### config.mk
export PLATFORM = sky130hd
export DESIGN_NAME = load_store_unit
export DESIGN_NICKNAME = d
export VERILOG_FILES = /design/src/rtl/load_store_unit.sv
export SDC_FILE = /design/constraint.sdc
export NUM_CORES = 1
export LEC_CHECK = 0
export ABC_AREA = 0
export CORE_MARGIN = 2
export CORE_UTILIZATION = 43
export DETAILED_ROUTE_END_ITERATION = 6
export PLACE_DENSITY = 0.92
export SYNTH_ARGS = -nofsm -noshare
export SYNTH_HDL_FRONTEND = slang
export SYNTH_SLANG_ARGS = --single-unit
### constraint.sdc
create_clock -name clk -period 3 [get_ports clk]
set_input_delay 0.3 -clock clk [delete_from_list [all_inputs] [get_ports clk]]
set_output_delay 0.3 -clock clk [all_outputs]
set_load 0.01 [all_outputs]
### src/rtl/load_store_unit.sv
// Load/store initiator for the byte-addressed data ram: checks size/alignment/range, drives the ram port, extends load data.
// Three cycles per access (IDLE accept, ACCESS, RESP); response is held until resp_ready, and no new request is taken meanwhile.
module load_store_unit #(
    parameter int MEM_BYTES = 4096
) (
    input  logic        clk,
    input  logic        reset,
    input  logic        req_valid,
    output logic        req_ready,
    input  logic        req_store,
    input  logic [2:0]  req_funct3,
    input  logic [31:0] req_addr,
    input  logic [31:0] req_wdata,
    output logic        resp_valid,
    input  logic        resp_ready,
    output logic [31:0] resp_rdata,
    output logic        resp_error,
    output logic [2:0]  mem_write_enable,
    output logic [31:0] mem_addr,
    output logic [31:0] mem_wdata,
    input  logic [31:0] mem_rdata
);
    localparam logic [1:0] IDLE   = 2'd0;
    localparam logic [1:0] ACCESS = 2'd1;
    localparam logic [1:0] RESP   = 2'd2;

    logic [1:0]  state;
    logic        lat_store;
    logic [2:0]  lat_funct3;
    logic        lat_err;
    logic        req_err;
    logic [2:0]  size;
    logic [32:0] end_addr;
    logic [31:0] load_data;

    // Error check on the incoming request; the 33-bit end address cannot wrap.
    always_comb begin
        size = 3'd1;
        case (req_funct3)
            3'b001, 3'b101: size = 3'd2;
            3'b010:         size = 3'd4;
            default:        size = 3'd1;
        endcase
        end_addr = {1'b0, req_addr} + {30'b0, size};
        req_err = 1'b0;
        case (req_funct3)
            3'b000: req_err = 1'b0;
            3'b001: req_err = req_addr[0];
            3'b010: req_err = (req_addr[1:0] != 2'b00);
            3'b100: req_err = req_store;
            3'b101: req_err = req_store | req_addr[0];
            default: req_err = 1'b1;
        endcase
        if (end_addr > 33'(MEM_BYTES))
            req_err = 1'b1;
    end

    // Ram data is big-endian, so the addressed byte/half sits in the top bits.
    always_comb begin
        load_data = 32'd0;
        case (lat_funct3)
            3'b010: load_data = mem_rdata;
            3'b001: load_data = {{16{mem_rdata[31]}}, mem_rdata[31:16]};
            3'b101: load_data = {16'd0, mem_rdata[31:16]};
            3'b000: load_data = {{24{mem_rdata[31]}}, mem_rdata[31:24]};
            3'b100: load_data = {24'd0, mem_rdata[31:24]};
            default: load_data = 32'd0;
        endcase
    end

    always_comb begin
        mem_write_enable = 3'b000;
        if (state == ACCESS && lat_store && !lat_err && !reset) begin
            case (lat_funct3)
                3'b010:  mem_write_enable = 3'b001;
                3'b001:  mem_write_enable = 3'b010;
                3'b000:  mem_write_enable = 3'b100;
                default: mem_write_enable = 3'b000;
            endcase
        end
    end

    assign req_ready = (state == IDLE);

    always_ff @(posedge clk) begin
        if (reset) begin
            state      <= IDLE;
            lat_store  <= 1'b0;
            lat_funct3 <= 3'b000;
            lat_err    <= 1'b0;
            mem_addr   <= 32'd0;
            mem_wdata  <= 32'd0;
            resp_valid <= 1'b0;
            resp_rdata <= 32'd0;
            resp_error <= 1'b0;
        end else begin
            case (state)
                IDLE: begin
                    if (req_valid) begin
                        lat_store  <= req_store;
                        lat_funct3 <= req_funct3;
                        lat_err    <= req_err;
                        mem_addr   <= req_addr;
                        mem_wdata  <= req_wdata;
                        state      <= ACCESS;
                    end
                end
                ACCESS: begin
                    resp_error <= lat_err;
                    resp_rdata <= (lat_store || lat_err) ? 32'd0 : load_data;
                    resp_valid <= 1'b1;
                    state      <= RESP;
                end
                RESP: begin
                    if (resp_ready) begin
                        resp_valid <= 1'b0;
                        state      <= IDLE;
                    end
                end
                default: state <= IDLE;
            endcase
        end
    end
endmodule

# == Yosys cells after proc, flatten, opt, wreduce, memory -nomap -nowiden ==
# Cells that the tools add are included.
# word_totals
reg_bits,105
latch_bits,0
ram_bits,0
romBits,0
inputBits,104
output_inout_bits,102
word_cells,51
memories,0
# op_classes
addsub,1
mul,0
div_mod_pow,0
n_lt_le_gt_ge,1
eq_ne,12
n_shift,0
muxes,12
bitwise_logic,1
n_reduce_logical,15
# ops
op,count
$pmux W32 S5,1
$add A32 B3 Y33,1
$gt A33 B13 Y1 const B,1
$mux W32,1
$eq A3 B3 Y1 const B,4
$pmux W3 S3,1
$eq A3 B1 Y1 const B,2
$eq A3 B2 Y1 const B,2
$logic_not A3 Y1,2
$pmux W2 S3,1
$pmux W3 S2,1
$reduce_and A2 Y1,3
$pmux W1 S5,1
$mux W2,2
$ne A2 B2 Y1 const B,2
$reduce_bool A2 Y1,2
$logic_and A1 B1 Y1,3
$mux W3,1
$eq A2 B1 Y1 const B,1
$eq A2 B2 Y1 const B,1
$logic_not A1 Y1,2
$logic_not A2 Y1,1
$mux W1,2
$pmux W1 S2,1
3 further kinds,3

# == Logic depth before layout (Yosys ltp) ==
# Gate-level depths: netlist of the first run.
# depth
ltp_word,6
ltp_mapped,11

# == Worst setup path after synthesis of the first run ==
# OpenSTA, ideal clock, no wires.
# synth_timing
path_kind,input -> register
start,input port req_funct3[0]
end,register lat_err
arrival_ps,2255
slack_ps,616
stages,10
path_buffers,0
cell_sequence,nor3b_1 nor2_1 ha_1 fa_1 a21oi_2 nor2_1 o41ai_1 a41oi_1 nor3_1 a31oi_1
# synth_via
elab_chain_cells,6
# synth_rtl
element,line,rtl
start: declaration,11,"input logic [2:0] req_funct3,"
$eq A3 B3 Y1 / $eq A3 B1 Y1 (equally long branches),"39, 46",
$reduce_or A2 Y1,39,case (req_funct3)
$pmux W3 S2,39,
$add A32 B3 Y33,44,"end_addr = {1'b0, req_addr} + {30'b0, size};"
$gt A33 B13 Y1,54,if (end_addr > 33'(MEM_BYTES))
$mux W1 (*),54,
end signal: assignment,102,lat_err <= req_err;
end: declaration,30,logic lat_err;
# Mark *: on every way between the ends. The rest lies on a longest branch, timed or not.
# A chain may end at the register's enable or synchronous reset.

# == Final worst setup path of the first run ==
# layout_timing
start,input port req_funct3[1]
end,register lat_err
# Same word-level chain as after synthesis.

==> results.md, run 1 <==
* First-pass GRT wire length at 23.5 mm
* Leak at 2.61 nW
* H-tree depth at 3
* Setup violators final at 0
* Multi-input gate area at 2530 um^2
* Sw Pwr at 932 uW
* Status: finished clean
* DIE HEIGHT at 110 um
* Initial antenna violation count at 1
* Root Buffer: clkbuf_8
* Synthesized area at 4820 um^2
* Critical path arrival at 2.91 ns
* Routability cong. at 0.899
* Dpl ws at -0.0514 ns
* Critical path launch point type: primary input
* Flop pwr share at 47.8%
* Sequential cell area at 2100 um^2
* Total Routing Usage GR at 24.5%
* Period Utilization, post-route at 89.3%
* Vias in the first global route at 4838
* Cts hold-fix bufs at 0
* Worst rel slew slack at 25.9%
* Crit-path max FO at 4
* DP Wirelength at 11.0 mm
* Initial DRC Count at 396
* Final hold violations at 0
* Synth area leaders: dfxtp_1, a21oi_1, nand2_1
* Post-synth ARST share at 0%
* Synth area leader: dfxtp_1
* Setup WS post-layout at 0.322 ns
* Skew final at 0.0102 ns
* Via count at 5163
* Input/output buffers at 205
* YS warnings at 0
* I/O Pins at 206
* Sw frac at 29.3%
* Min Hold Slack at 0.459 ns
* Routed WL per cell at 15.6 um
* Post-CTS setup buffer count at 0
* Fin Setup TNS at 0 ns
* FP Rows at 38
* Worst hold path type: register to register
* Power share of the clock group at 29.1%
* Drc violations at 0
* Synthesized Nets at 744
* Die footprint at 12100 um^2
* Clock sink count at 105
* Ant. Diodes at 0
* Clock Latency Late Sink at 0.36 ns
* Yosys reg bits at 105
* CTS tree: yes
* Max Clock Freq at 373 MHz
* Pint at 2.25 mW
* Core ar. at 10900 um^2
* WP data required at 3.24 ns
* WS Path Type: primary input to register
* Tmin final at 2.68 ns
* CTS buffer count at 9
* Total of cells resized after clock tree synthesis at 0
* Pins Over Slew Limit at 0
* Die width at 110 um
* DR vias/cell at 5.32
* Mapped Avg Cell Area at 7.58 um^2
* Fillers at 919
* Nets at 933
* Cell Pwr Density at 441 nW/um^2
* Sequential area share after synthesis at 43.6%
* Max Cap Viol at 0
* Post-synth EDFFs at 0
* Final wirelength at 15.1 mm
* Starting density of the core at 44.3%
* Actual slew at the worst max-slew pin at 1.11 ns
* GRT overflow at 0
* CTS Buffer Depth at 2
* Largest net degree at the start of global routing at 106
* Top FF cell, synth: dfxtp_1
* RSZ-0062 raised after global routing: false
* Clock transition at the registers of the reported paths at 0.10 ns
* R2R cell count at 7
* Worst vdd ir at 0.365 mV
* Syn-to-layout area delta at 49.6%
* Pre-antenna DRT Iters at 4
* Combinational Power Share at 23.1%
* Routed Antenna Nets at 0
* Worst setup EP type: register
* Netlist cell types at 56
* Hold path depth at 2
* Area fraction of the dominant cell type after synthesis at 43.6%
* Share of layout cells above drive strength 1 at 5.78%
* Gate Count Post-Synth at 636
[cells in the mapped netlist (2+ instances only)]
cell,instances
nor2b_1,15
xnor2_1,6
dfxtp_1,105
o2bb2ai_1,7
xor2_1,4
buf_1,3
buf_2,4
mux2i_1,4
a311oi_1,2
nor2_1,59
a22oi_1,15
and2_1,3
nor4_1,5
a21oi_1,123
o41ai_1,2
nand2_1,155
nand3_1,9
o21ai_0,12
ha_1,3
nand4_2,2
buf_4,2
nor3_1,12
a31oi_1,4
nor3b_1,3
or3_1,2
clkbuf_1,36
and4_1,2
inv_1,3
nand4_1,7
[cell type report]
class	count	area share (%)
timing repair buffer	223	30.3
clock inverter	7	1.20
inverter	3	0.156
multi-input combinational	483	35.1
sequential	105	29.1
clock buffer	9	1.72
tap	140	2.43
[kinds of logic (layout without fill, tap and decap cells)]
| kind of cell | after synthesis | after routing | share of synthesized area, % |
|---|---|---|---|
| compound gates | 178 | 178 | 21.5 |
| xor+xnor | 10 | 10 | 1.82 |
| fa+ha+maj | 4 | 4 | 1.19 |
| buf+inv | 48 | 242 | 4.00 |
| flops | 105 | 105 | 43.6 |
| mux | 4 | 4 | 0.831 |
| simple gates | 287 | 287 | 27.1 |
[per-layer routing]
metal,vias up,global-route usage [%],share of wire [%]
li1,2562,-,-
met3,25,8.54,9.9
met5,-,0,0
met1,2368,29.0,40
met4,0,6.15,1.8
met2,208,42.1,48
[path summary, 6_finish.rpt]
check | from | end | slack (ns)
max | req_funct3[1] | lat_err | 0.32
max reg2reg | lat_funct3[2] | resp_rdata[21] | 0.89
min reg2reg | mem_addr[28] | mem_addr[28] | 0.46
min | mem_addr[28] | mem_addr[28] | 0.46
[placed cells by master (no fill, tap or decap), drive strengths merged, types with 6 or more instances in the layout]
master,instances
nor4,6
o2bb2ai,7
inv,6
clkdlybuf4s50,204
nand3,9
a21oi,124
buf,19
nand2,155
nor2b,15
o21ai,13
a22oi,15
nor2,59
dfxtp,105
clkbuf,9
xnor2,6
nand4,9
nor3,12
[worst max-delay path, cell delays in order]
cell and delay (ns):
clkdlybuf4s50_1 0.49, nor3b_1 0.26, nor2_1 0.09, ha_1 0.21
fa_1 0.45, a21oi_2 0.17, buf_4 0.15, nor2_1 0.04
o41ai_1 0.24, a41oi_1 0.18, nor3_1 0.22, a31oi_1 0.10
[power by group through the flow]
stage,clock [mW],sequential (mW),combinational [mW]
2_1_floorplan,0,1.58,0.298
3_3_place_gp,0,1.55,0.722
3_5_place_dp,0,1.55,0.730
4_1_cts,0.956,1.52,0.734
5_1_grt,1.02,1.53,0.803
6_report,0.925,1.52,0.734
[stage by stage]
stage | util, % | area, um^2 | cells | total power [mW]
2_1_floorplan | - | 4820 | 636 | 1.88
3_3_place_gp | 64.3 | 7000 | 954 | 2.27
3_5_place_dp | 64.3 | 7000 | 954 | 2.28
4_1_cts | 66.2 | 7210 | 970 | 3.21
5_1_grt | 66.2 | 7210 | 970 | 3.35
6_report | 66.2 | 7210 | 970 | 3.18
[registers in the layout (all words and copies together), names as in the netlist, 2 cells and up]
signal and flops:
mem_addr 32, mem_wdata 32, lat_funct3 3, state 2, resp_rdata 32
Note: power is estimated with default switching activity, not from simulation.
==> run 2, diff against run 1 <==
CORE_UTILIZATION = 46   (was 43)
CTS_CLUSTER_SIZE = 20   (was unset)
PLACE_DENSITY = 0.86   (was 0.92)
clock period = 3.2 ns   (was 3 ns; I/O delays follow)
==> run 2 against run 1 <==
Via count rose by 4.0%. Highest routed layer unchanged. Largest power group unchanged. Sequential power fell by 7%. Global-route usage rose by 2.3 points. Sequential cell count did not move. Core utilization rose by 3.3 points. Register-to-register slack got worse by 0.11 ns. Worst setup slack got worse by 0.078 ns. Largest cell class unchanged. Critical endpoint unchanged.
==> results.md, run 2 (synthesized netlist as in run 1, its figures left out) <==
* Nets at 924
* Critical path launch point type: primary input
* CP Launch Point: req_funct3[1]
* Cts hold-fix bufs at 0
* CP cell instances: clkdlybuf4s50_1 -> nor3b_1 -> nor2_1 -> ha_1 -> fa_1 -> a21oi_2 -> nor2_1 -> o41ai_1 -> a41oi_1 -> nor3_1 -> a31oi_1
* Routed Antenna Nets at 0
* Max Clock Freq at 338 MHz
* Most frequent cells in the layout: clkdlybuf4s50_1, nand2_1, a21oi_1, dfxtp_1, nor2_1
* WS Path Type: primary input to register
* Total of cells resized after clock tree synthesis at 0
* DR vias/cell at 5.61
* Worst rel slew slack at 28.1%
* Dpl ws at -0.0945 ns
* Most used cell, CP: nor2_1
* Final hold violations at 0
* Max Cap Viol at 0
* CTS tree: yes
* DIE HEIGHT at 106 um
* GR Util met2 at 46.5%
* Largest regs: mem_addr: 32 flops, mem_wdata: 32 flops, resp_rdata: 32 flops
* Vias in the first global route at 5091
* Commonest non-fill, non-tap cell in the layout: clkdlybuf4s50_1
* GRT overflow at 0
* Status: finished clean
* Skew final at 0.0109 ns
* Syn-to-layout area delta at 47.6%
* Total Routing Usage GR at 26.8%
* Clock sink count at 105
* CTS buffer count at 9
* Fillers at 865
* Post-CTS setup buffer count at 0
* Period Utilization, post-route at 92.4%
* Worst vdd ir at 0.307 mV
* Initial DRC Count at 317
* Crit-path max FO at 6
* Initial antenna violation count at 0
* Ant. Diodes at 0
* Die width at 106 um
* Worst hold path type: register to register
* WP data required at 3.47 ns
* FP Rows at 37
* Worst setup EP type: register
* Input/output buffers at 205
* GR met3 Demand/Resource at 8.09%
* Hold_sp: mem_addr[22]
* Total power at 2.90 mW
* Drc violations at 0
* Met1 Usage GRT at 30.9%
* Core ar. at 10200 um^2
* Die footprint at 11300 um^2
* First-pass GRT wire length at 24.4 mm
* Cell Pwr Density at 407 nW/um^2
* Share of layout cells above drive strength 1 at 4.75%
* Routability cong. at 0.927
* H-tree depth at 3
* Worst r2r src: lat_funct3[1]
* Actual slew at the worst max-slew pin at 1.08 ns
* Leak at 2.55 nW
* RSZ-0062 raised after global routing: false
* Layer with the highest usage: met2
* Critical path arrival at 3.22 ns
* I/O Pins at 206
* Clock transition at the registers of the reported paths at 0.10 ns
* Tmin final at 2.96 ns
* Pins Over Slew Limit at 0
* CTS Buffer Depth at 2
* Setup violators final at 0
* Clock Latency Late Sink at 0.38 ns
* Crit-path slowest cell: clkdlybuf4s50_1
* Pre-antenna DRT Iters at 7
* Root Buffer: clkbuf_8
* Starting density of the core at 47.1%
* Routed WL per cell at 16.3 um
* Via count at 5370
* Largest net degree at the start of global routing at 106
* Setup WS post-layout at 0.244 ns
* DP Wirelength at 11.5 mm
* CP peak stage delay at 0.53 ns
* Final wirelength at 15.6 mm
[run 2: stage by stage]
step	cells	hold slack, ns	utilization, %	area, um^2	TNS [ns]
final	957	0.458	69.5	7110	0
after global routing	957	0.469	69.5	7110	0
after CTS	957	0.462	69.5	7110	0
after detailed placement	941	0.448	67.7	6930	-0.0945
after global placement	941	0.441	67.7	6930	0
after floorplan	636	0.456	-	4820	0
[run 2: layout make-up]
cell class,instances,area (um^2),area share [%]
Sequential cell,105,2100,29.5
Multi-Input combinational cell,483,2530,35.6
Inverter,3,11.3,0.158
Clock buffer,9,124,1.74
Tap cell,136,170,2.39
Timing Repair Buffer,214,2120,29.8
Clock inverter,7,60.1,0.844
[run 2: routing by layer]
layer	vias to the layer above	routed length, um
met2	299	7590
met5	-	0
met4	0	443
li1	2551	-
met1	2479	6000
met3	41	1610
[run 2: power by group]
part / switching (mW) / internal (mW)
logic: 0.347 / 0.340
registers: 0.0423 / 1.38
clock network: 0.492 / 0.295
total: 0.882 / 2.02
[run 2: worst paths after layout]
check	slack, ns	cells past startpoint	endpoint
worst max-delay path	0.24	11	lat_err
worst max register to register	0.78	8	resp_rdata[21]
worst min register to register	0.46	2	mem_addr[22]
worst min-delay path	0.46	2	mem_addr[22]
[run 2: critical path: cells and delay by family]
family / cells / cell delay (ns)
AO/OA/AOI/OAI: 4 / 1.00
adder cells (fa/ha/maj): 2 / 0.68
buffers and inverters: 1 / 0.53
AND/OR/NAND/NOR: 4 / 0.69
